File: config.mk
export PLATFORM = sky130hd
export DESIGN_NAME = axil2mpi_bridge
export DESIGN_NICKNAME = d
export VERILOG_FILES = /design/src/rtl/axil2mpi_bridge.sv
export SDC_FILE = /design/constraint.sdc
export NUM_CORES = 1
export LEC_CHECK = 0
export CAP_MARGIN = 25
export CORE_MARGIN = 5
export CORE_UTILIZATION = 44
export CTS_CLUSTER_DIAMETER = 40
export DETAILED_ROUTE_END_ITERATION = 7
export PLACE_DENSITY = 0.9
export SLEW_MARGIN = 5
export SYNTH_ARGS = -nofsm -noshare
export SYNTH_HDL_FRONTEND = slang
export SYNTH_SLANG_ARGS = --single-unit
File: constraint.sdc
create_clock -name clks -period 5.6 [get_ports clks]
set_clock_uncertainty 0.15 [all_clocks]
set_input_delay 0.56 -clock clks [delete_from_list [all_inputs] [get_ports clks]]
set_output_delay 0.56 -clock clks [all_outputs]
set_load 0.02 [all_outputs]
File: src/rtl/axil2mpi_bridge.sv
// AXI4-Lite slave terminating the shell control channel and driving the single-cycle
// cpu_wr / cpu_rd register bus; one MPI access in flight, round-robin read/write.
module axil2mpi_bridge #(
    parameter int CPU_ADDR_WIDTH = 12,
    parameter int CPU_DATA_WIDTH = 32,
    parameter int AXI_ADDR_WIDTH = 32,
    parameter int RD_WAIT        = 2
) (
    input  logic                      clks,
    input  logic                      reset,
    input  logic                      s_awvalid,
    output logic                      s_awready,
    input  logic [AXI_ADDR_WIDTH-1:0] s_awaddr,
    input  logic                      s_wvalid,
    output logic                      s_wready,
    input  logic [CPU_DATA_WIDTH-1:0] s_wdata,
    input  logic [3:0]                s_wstrb,
    output logic                      s_bvalid,
    input  logic                      s_bready,
    output logic [1:0]                s_bresp,
    input  logic                      s_arvalid,
    output logic                      s_arready,
    input  logic [AXI_ADDR_WIDTH-1:0] s_araddr,
    output logic                      s_rvalid,
    input  logic                      s_rready,
    output logic [CPU_DATA_WIDTH-1:0] s_rdata,
    output logic [1:0]                s_rresp,
    output logic                      cpu_wr,
    output logic [CPU_ADDR_WIDTH-1:0] cpu_wr_addr,
    output logic [CPU_DATA_WIDTH-1:0] cpu_data_in,
    output logic                      cpu_rd,
    input  logic [CPU_DATA_WIDTH-1:0] cpu_data_out
);

    localparam logic [2:0] RD_WAIT_L = 3'(RD_WAIT);

    typedef enum logic [2:0] {
        ST_IDLE  = 3'd0,
        ST_WR    = 3'd1,
        ST_WRESP = 3'd2,
        ST_RD    = 3'd3,
        ST_RRESP = 3'd4
    } state_t;

    state_t                    state_r;
    state_t                    state_nxt_s;
    logic                      aw_full_r;
    logic                      w_full_r;
    logic [CPU_ADDR_WIDTH-1:0] aw_addr_r;
    logic [CPU_DATA_WIDTH-1:0] w_data_r;
    logic [3:0]                w_strb_r;
    logic                      last_was_rd_r;
    logic                      err_r;
    logic [2:0]                rd_cnt_r;
    logic                      cpu_wr_r;
    logic                      cpu_rd_r;
    logic                      bvalid_r;
    logic                      rvalid_r;
    logic [1:0]                bresp_r;
    logic [CPU_DATA_WIDTH-1:0] rdata_r;
    logic [CPU_ADDR_WIDTH-1:0] cpu_wr_addr_r;
    logic [CPU_DATA_WIDTH-1:0] cpu_data_in_r;
    logic                      wr_win_s;
    logic                      rd_win_s;
    logic                      rd_done_s;
    logic                      idle_s;
    logic                      unused_addr_bits_s;

    // Only the word-address field is decoded; the rest of the byte address aliases.
    assign unused_addr_bits_s = ^{s_awaddr[AXI_ADDR_WIDTH-1:CPU_ADDR_WIDTH+2], s_awaddr[1:0],
                                  s_araddr[AXI_ADDR_WIDTH-1:CPU_ADDR_WIDTH+2], s_araddr[1:0]};

    assign idle_s    = (state_r == ST_IDLE);
    assign rd_done_s = (state_r == ST_RD) && (rd_cnt_r == RD_WAIT_L);

    // Readies are gated by reset so they read 0 while the block is held in reset.
    assign s_awready = !reset && idle_s && !aw_full_r;
    assign s_wready  = !reset && idle_s && !w_full_r;
    assign s_arready = !reset && rd_win_s;

    assign cpu_wr      = cpu_wr_r;
    assign cpu_rd      = cpu_rd_r;
    assign cpu_wr_addr = cpu_wr_addr_r;
    assign cpu_data_in = cpu_data_in_r;
    assign s_bvalid    = bvalid_r;
    assign s_bresp     = bresp_r;
    assign s_rvalid    = rvalid_r;
    assign s_rdata     = rdata_r;
    assign s_rresp     = 2'b00;

    // Next-state logic with round-robin arbitration in IDLE.
    always_comb begin
        state_nxt_s = state_r;
        wr_win_s    = 1'b0;
        rd_win_s    = 1'b0;
        case (state_r)
            ST_IDLE: begin
                if (aw_full_r && w_full_r && (last_was_rd_r || !s_arvalid)) begin
                    wr_win_s    = 1'b1;
                    state_nxt_s = ST_WR;
                end else if (s_arvalid) begin
                    rd_win_s    = 1'b1;
                    state_nxt_s = ST_RD;
                end else begin
                    state_nxt_s = ST_IDLE;
                end
            end
            ST_WR: begin
                state_nxt_s = ST_WRESP;
            end
            ST_WRESP: begin
                if (s_bready) begin
                    state_nxt_s = ST_IDLE;
                end else begin
                    state_nxt_s = ST_WRESP;
                end
            end
            ST_RD: begin
                if (rd_done_s) begin
                    state_nxt_s = ST_RRESP;
                end else begin
                    state_nxt_s = ST_RD;
                end
            end
            ST_RRESP: begin
                if (s_rready) begin
                    state_nxt_s = ST_IDLE;
                end else begin
                    state_nxt_s = ST_RRESP;
                end
            end
            default: begin
                state_nxt_s = ST_IDLE;
            end
        endcase
    end

    // State register.
    always_ff @(posedge clks or posedge reset) begin
        if (reset) begin
            state_r <= ST_IDLE;
        end else begin
            state_r <= state_nxt_s;
        end
    end

    // One-entry AW and W holders; both are emptied once the write has been issued.
    always_ff @(posedge clks or posedge reset) begin
        if (reset) begin
            aw_full_r <= 1'b0;
            w_full_r  <= 1'b0;
            aw_addr_r <= '0;
            w_data_r  <= '0;
            w_strb_r  <= 4'h0;
        end else if (state_r == ST_WR) begin
            aw_full_r <= 1'b0;
            w_full_r  <= 1'b0;
        end else begin
            if (s_awvalid && s_awready) begin
                aw_full_r <= 1'b1;
                aw_addr_r <= s_awaddr[CPU_ADDR_WIDTH+1:2];
            end
            if (s_wvalid && s_wready) begin
                w_full_r <= 1'b1;
                w_data_r <= s_wdata;
                w_strb_r <= s_wstrb;
            end
        end
    end

    // Registered strobes and response valids, derived from the state being entered.
    always_ff @(posedge clks or posedge reset) begin
        if (reset) begin
            cpu_wr_r <= 1'b0;
            cpu_rd_r <= 1'b0;
            bvalid_r <= 1'b0;
            rvalid_r <= 1'b0;
        end else begin
            cpu_wr_r <= wr_win_s && (w_strb_r == 4'hF);
            cpu_rd_r <= rd_win_s;
            bvalid_r <= (state_nxt_s == ST_WRESP);
            rvalid_r <= (state_nxt_s == ST_RRESP);
        end
    end

    // MPI address/data, arbitration history, read-latency counter and response payloads.
    always_ff @(posedge clks or posedge reset) begin
        if (reset) begin
            cpu_wr_addr_r <= '0;
            cpu_data_in_r <= '0;
            last_was_rd_r <= 1'b0;
            err_r         <= 1'b0;
            rd_cnt_r      <= 3'd0;
            bresp_r       <= 2'b00;
            rdata_r       <= '0;
        end else begin
            if (wr_win_s) begin
                cpu_wr_addr_r <= aw_addr_r;
                cpu_data_in_r <= w_data_r;
                err_r         <= (w_strb_r != 4'hF);
                last_was_rd_r <= 1'b0;
            end else if (rd_win_s) begin
                cpu_wr_addr_r <= s_araddr[CPU_ADDR_WIDTH+1:2];
                last_was_rd_r <= 1'b1;
                rd_cnt_r      <= 3'd1;
            end else if (state_r == ST_RD) begin
                rd_cnt_r <= rd_cnt_r + 3'd1;
            end
            // Partial-strobe writes are refused and reported as SLVERR.
            if (state_r == ST_WR) begin
                bresp_r <= {err_r, 1'b0};
            end
            if (rd_done_s) begin
                rdata_r <= cpu_data_out;
            end
        end
    end

endmodule
# == Yosys cells after proc, flatten, opt, wreduce, memory -nomap -nowiden ==
# Index checks and enable logic that the tools add are counted.
# word_totals
elab_cells,73
register_bits,139
in_bits,139
# classes
bitwise,2
n_reduce_logical,23
n_eq_ne,9
muxes,21
n_addsub,1
# op_table
cell,n
$mux 12,2
$pmux 3 s5,1
$eq 3x2->1 const B,4
$mux 3,4
$mux 1,11
$logic_and 1x1->1,10
$reduce_bool 2->1,4
$eq 3x3->1 const B,2
$mux 2,3
$reduce_and 2->1,3
$eq 4x4->1 const B,1
$logic_not 1->1,4
$ne 4x4->1 const B,1
$add 3x1->3 const B,1
$eq 3x1->1 const B,1
$logic_not 3->1,1
$not 1->1,2
$logic_or 1x1->1,1

# == Logic depth before layout (Yosys ltp) ==
# Gate-level depths: netlist (run 1).
# depth
word_depth,7
depth_mapped,6
depth_no_buf,5

# == Least setup slack after synthesis (run 1) ==
# Ideal clock, no wire load.
# synth_timing
path_kind,input to output
from,input port reset
to,output port s_awready
stages,3
slack_ps,785
arrival_time_ps,4105
path_cell_list,inv_1 nand2_1 nor2_1
# synth_via
elab_chain_cells,3
# synth_lines
item,line,source
from (decl),10,"input logic reset,"
$logic_not 1->1 (no source line),--,
$logic_and 1x1->1 (2 in series),77,assign s_awready = !reset && idle_s && !aw_full_r;
to (decl),12,"output logic s_awready,"
# No other way between the ends.

# == Worst setup path after layout (run 1) ==
# layout_timing
from,input port s_arvalid
to,output port s_arready
# layout_via
elab_chain_cells,6
elab_cells_between_ends,7
# layout_lines
item,line,source
from (decl),21,"input logic s_arvalid,"
$logic_not 1->1,98,if (aw_full_r && w_full_r && (last_was_rd_r || !s_arvalid)) begin
$logic_or 1x1->1,98,
$logic_and 1x1->1,98,
$mux 1 (*),98,
$mux 1 (*),96,case (state_r)
$logic_and 1x1->1 (*),79,assign s_arready = !reset && rd_win_s;
to (decl),22,"output logic s_arready,"
# Every way passes the cells marked *; elsewhere a longest branch is shown, timed or not.

==> results of run 1 <==
-- state kept, by name, summed over array words and instances, names as in the netlist --
| signal | cells |
|---|---|
| cpu_rd | 1 |
| w_strb_r | 4 |
| cpu_data_in | 32 |
| aw_full_r | 1 |
| err_r | 1 |
| s_rvalid | 1 |
| last_was_rd_r | 1 |
| s_bvalid | 1 |
| state_r | 3 |
| s_bresp | 1 |
| w_data_r | 32 |
| cpu_wr | 1 |
| w_full_r | 1 |
| aw_addr_r | 12 |
| s_rdata | 32 |
| rd_cnt_r | 3 |
| cpu_wr_addr | 12 |
-- metrics by stage --
stage          total power, uW  util [%]  std cells
2_1_floorplan             2774         -        382
3_5_place_dp              3553     59.84        715
4_1_cts                   4645     64.46        747
6_report                  4600     64.70        749
5_1_grt                   4853     64.70        749
3_3_place_gp              3466     59.84        715
-- Yosys cell counts, types with 4 or more instances --
| library cell | instances |
|---|---|
| a21oi_1 | 13 |
| a31oi_1 | 13 |
| buf_4 | 8 |
| buf_6 | 6 |
| clkbuf_1 | 7 |
| dfrtp_1 | 139 |
| mux2_1 | 10 |
| mux2_2 | 75 |
| mux2_4 | 29 |
| nand2_1 | 7 |
| nand3_1 | 13 |
| nand3b_1 | 4 |
| nor2_1 | 7 |
| o21ai_0 | 14 |
-- placed cells by master (no fill, tap or decap), types with 3 or more instances in the layout --
cell type        instances
a21oi_1                 13
a31oi_1                 13
buf_4                    4
clkbuf_16               17
clkbuf_8                 7
clkdlybuf4s50_1        182
clkinv_2                 6
conb_1                   3
dfrtp_1                139
mux2_1                  10
mux2_2                  75
mux2_4                  29
nand2_1                  7
nand3_1                 13
nand3b_1                 4
nor2_1                   7
nor2b_1                  3
o21a_1                   3
o21ai_0                 14
-- power groups by stage --
stage	clock [uW]	combinational (uW)	sequential (uW)
2_1_floorplan	0	776	2000
3_3_place_gp	0	1740	1730
3_5_place_dp	0	1790	1760
4_1_cts	1100	1790	1750
5_1_grt	1140	1900	1810
6_report	1080	1770	1750
-- layer usage --
layer  share of wire (%)  up-vias  GRT usage, %  routed length (um)
met3                 7.1       38         5.586                 941
li1                    -     1723             -                   -
met2                  50      144         29.40                6607
met4                 3.8        0         8.997                 500
met5                   0        -             0                   0
met1                  39     1822         20.65                5167
-- worst register-to-register path, delay by kind of cell, from the launching register on --
family,cells,cell delay (ps)
mux,1,420
flops,1,520
simple gates,2,920
buf+inv,1,370
-- worst min-delay path by stage --
| stage | endpoint | slack (ps) | depth (start not counted) | start |
|---|---|---|---|---|
| 2_1_floorplan | last_was_rd_r | 310 | 1 | last_was_rd_r |
| 3_3_place_gp | cpu_data_in[7] | 320 | 1 | cpu_data_in[7] |
| 3_5_place_dp | cpu_data_in[5] | 330 | 1 | w_data_r[5] |
| 4_1_cts | cpu_data_in[13] | 350 | 1 | cpu_data_in[13] |
| 5_1_grt | cpu_data_in[10] | 360 | 1 | cpu_data_in[10] |
| 6_report | cpu_data_in[13] | 350 | 1 | cpu_data_in[13] |
-- cell families after synthesis --
kind of cell,after synthesis,synth area share [%]
other,1,0.06594
muxes,115,24.66
adders and majority gates,2,0.4400
AOI/OAI and AO/OA,49,5.039
DFF,139,61.17
buffers and inverters,27,3.366
and+or+nand+nor,46,5.105
xor gates and xnor gates,1,0.1540
-- layout make-up --
type,instances,area (sq um)
timing repair buffer,187,1879
tap,172,215.2
inverter,2,12.51
clock inverter,7,60.06
fill,918,4473
sequential,139,3478
multi-input combinational,216,2024
antenna,1,2.502
clock buffer,25,525.5
==> metrics, run 1 <==
outcome=complete, no violations; GRT overflow=0; Fmax=284.8 MHz; vias in the first global route=4091; kind of critical path=in2out; Die Footprint=15300 sq um; post-route design area=8198 sq um; P&R area growth vs syn=44.16%; initial core utilization=44.88%; Std-Cell Rows=41; reg2reg end=cpu_data_in[23]; Synth Warn #=0; Slew @ Worst Pin=747.7 ps; share of cells above drive strength 1=25.35%; Post-synth top flop=dfrtp_1; clock sink total=139; CP max stage delay=660 ps; routed wire length per instance=17.64 um; max-slew violation count=0; part of the power in registers=38.0%; biggest area consumer among synthesized cells=dfrtp_1; RSZ-0062 raised after global routing=no; dpl ws=2117 ps; H-tree depth=4; family with the most delay on the worst path=buffers and inverters; initial drt markers=252; switching pwr=1457 uW; most frequent CP cell=clkdlybuf4s50_1; Mapped Area=5687 sq um; # Max-Cap Violations=0; Hold Buf Count CTS=0; Pint=3143 uW; syn avg cell area=14.97 sq um; Worst Path Required=4890 ps; post-CTS setup buffer count=0; CP Cell Sequence=clkdlybuf4s50_1 -> nor2b_1 -> nor2_1 -> nor3_1 -> clkdlybuf4s50_1; TritonCTS Buffers=17; Worst EP arrival=2800 ps; largest net degree at the start of global routing=84; synthesis-stage register bit count=139; Final Hold Fails=0; Worst-Skew Late Latency=400 ps; clk slew on worst S/H paths=50 ps; sw frac=31.67%; power share of the clock group=23.5%; CTS tree=built; DRT Wirelength=13220 um; antenna violations before repair=1; hold crit path type=reg2reg; post-DP HPWL=9586 um; CP Max Fanout=13; CP endpoint=s_arready; CP bufs+invs=2; First-pass DRT Iterations=4; global-route wire length before repair=20780 um; reg2reg start=state_r[1]; Fin Setup TNS=0 ps; Root Driver=clkbuf_16; Overall Global Routing Usage=17.71%; Leakage Power=0.003612 uW; Antenna Nets Post-Route=0; Post-layout nets=704; Crit. End Element=output port; Synth top area share=61.17%; Die X-Extent=123.7 um; Reg2Reg Setup Slack=3100 ps; residual DRC count=0; Post-Synthesis Cells=380; port bufs=182; Post-synth EDFFs=0; via count=3727; worst r2r path cells=4; maximum root-to-sink buffer count=2; CTS-repair resized insts=0; Crit. Startpoint=s_arvalid; Slowest-stage cell, CP=clkdlybuf4s50_1; final setup violation count=0; Combinational Power Share=38.5%; Post-synth ARST share=100.0%; Fin Hold WS=345.3 ps; sequential fraction of the synthesis area=61.17%; final RePlAce weighted congestion=0.8176; die height=123.7 um; Slew HR=50.05%; dominant cells by area after synthesis=dfrtp_1 61%, mux2_2 15%, mux2_4 7.7%; Final Critical Period=3511 ps; peak supply drop=0.2904 mV; startpoint types=primary input; cell count along the critical path=5; core area=12670 sq um; power density over the cells=561.2 nW/um^2; period utilization=62.70%; vias per cell=4.976; min setup slack post-route=2089 ps; Cell Area, Placed=7582 sq um; Yosys cell types=40; Top Ports=226
No activity file was read; power rests on OpenSTA's default activity.
==> run 2: changes to the inputs <==
- clock period: 5.6 -> 3.7 ns (I/O delays scaled with it)
==> metrics, run 2 (synthesized netlist as in run 1, its figures left out) <==
outcome=complete, no violations; post-CTS setup buffer count=0; RSZ-0062 raised after global routing=no; Slowest-stage cell, CP=clkdlybuf4s50_1; port bufs=182; GRT overflow=0; H-tree depth=4; vias per cell=5.041; largest net degree at the start of global routing=140; sw frac=31.20%; final setup violation count=0; Std-Cell Rows=41; commonest cells after routing, fill and taps aside=182 x clkdlybuf4s50_1, 139 x dfrtp_1, 75 x mux2_2, 29 x mux2_4, 17 x clkbuf_16; Worst-Skew Late Latency=410 ps; max-slew violation count=0; Combinational Power Share=37.9%; CP max stage delay=670 ps; antenna violations before repair=0; kind of critical path=reg2out; Slew HR=52.43%; initial drt markers=230; Post-layout nets=706; Worst Path Required=3180 ps; Die X-Extent=123.7 um; Final Hold Fails=0; Crit. End Element=output port; global-route wire length before repair=20900 um; vias in the first global route=4048; residual DRC count=0; Antenna Nets Post-Route=0; Hold Buf Count CTS=0; part of the power in registers=37.1%; maximum root-to-sink buffer count=2; Total Power=7160 uW; via count=3786; period utilization=78.95%; die height=123.7 um; P&R area growth vs syn=45.06%; initial core utilization=44.88%; clk slew on worst S/H paths=50 ps; # Max-Cap Violations=0; power density over the cells=867.9 nW/um^2; peak supply drop=0.4058 mV; Leakage Power=0.003627 uW; CTS tree=built; Die Footprint=15300 sq um; routed wire length per instance=17.87 um; Top Ports=226; commonest non-fill, non-tap cell in the layout=clkdlybuf4s50_1; switching pwr=2234 uW; power share of the clock group=25.1%; Slew @ Worst Pin=713.6 ps; DRT Wirelength=13420 um; CP Cell Sequence=or4b_4 -> nor3_1 -> clkdlybuf4s50_1; post-DP HPWL=9503 um; core area=12670 sq um; TritonCTS Buffers=17; Reg2Reg Setup Slack=1420 ps; share of cells above drive strength 1=25.09%; clock sink total=139; Pint=4926 uW; Fin Setup TNS=0 ps; Overall Global Routing Usage=17.74%; First-pass DRT Iterations=4; Final Critical Period=2921 ps; final RePlAce weighted congestion=0.7884; hold crit path type=reg2reg; Fmax=342.3 MHz; Worst EP arrival=2400 ps; CTS-repair resized insts=0; CP Max Fanout=10; startpoint types=flop; Root Driver=clkbuf_16
run 2: cell types whose count changed in the layout (fill, tap and decap cells not counted), sizes merged:
cell	previous run	this run
inv	2	1
buf	5	7
clkinv	6	3
clkinvlp	0	1
bufinv	1	4
run 2: layout make-up:
type | instances | area (sq um)
Antenna cell | 1 | 2.502
Inverter | 2 | 11.26
Clock inverter | 7 | 135.1
Tap cell | 172 | 215.2
Sequential cell | 139 | 3478
Clock buffer | 25 | 495.5
Timing Repair Buffer | 189 | 1887
Fill cell | 922 | 4422
Multi-Input combinational cell | 216 | 2024
run 2: worst max-delay path: cells and delay by family, from the launching register on:
| family | cells | cell delay, ps |
|---|---|---|
| buffers and inverters | 1 | 670 |
| flip-flops | 1 | 530 |
| AND/OR/NAND/NOR | 2 | 800 |
run 2: power by group through the flow:
stage / sequential (uW) / clock [uW] / combinational, uW
2_1_floorplan: 3020 / 0 / 1170
4_1_cts: 2660 / 1820 / 2750
3_5_place_dp: 2670 / 0 / 2740
6_report: 2650 / 1790 / 2710
3_3_place_gp: 2610 / 0 / 2650
5_1_grt: 2750 / 1900 / 2890
run 2: per-stage QoR:
stage | std cells | cell area, sq um | utilization, % | hold slack (ps) | worst slack (ps)
2_1_floorplan | 382 | 5698 | - | 314.2 | 427.5
4_1_cts | 750 | 8247 | 65.08 | 343.0 | 763.2
6_report | 751 | 8249 | 65.10 | 338.9 | 779.0
5_1_grt | 750 | 8247 | 65.08 | 354.6 | 689.1
3_3_place_gp | 718 | 7616 | 60.11 | 320.0 | 926.5
3_5_place_dp | 718 | 7616 | 60.11 | 329.9 | 882.8
run 2: final timing paths:
| path | start | to | cells past startpoint |
|---|---|---|---|
| hold / removal | cpu_data_in[6] | cpu_data_in[6] | 1 |
| max in group asynchronous | reset | w_data_r[22] | 3 |
| setup / recovery | state_r[1] | s_arready | 3 |
| hold reg to reg | cpu_data_in[6] | cpu_data_in[6] | 1 |
| setup reg to reg | state_r[1] | cpu_data_in[25] | 5 |
| min in group asynchronous | reset | cpu_wr_addr[7] | 3 |
run 2: routing by layer:
metal / share of wire [%] / vias to the layer above / wire (um) / global-route usage, %
met2: 51 / 149 / 6894 / 30.45
met4: 1.8 / 0 / 245 / 6.920
met1: 39 / 1885 / 5237 / 21.16
met5: 0 / - / 0 / 0
li1: - / 1729 / - / -
met3: 7.7 / 23 / 1039 / 4.905
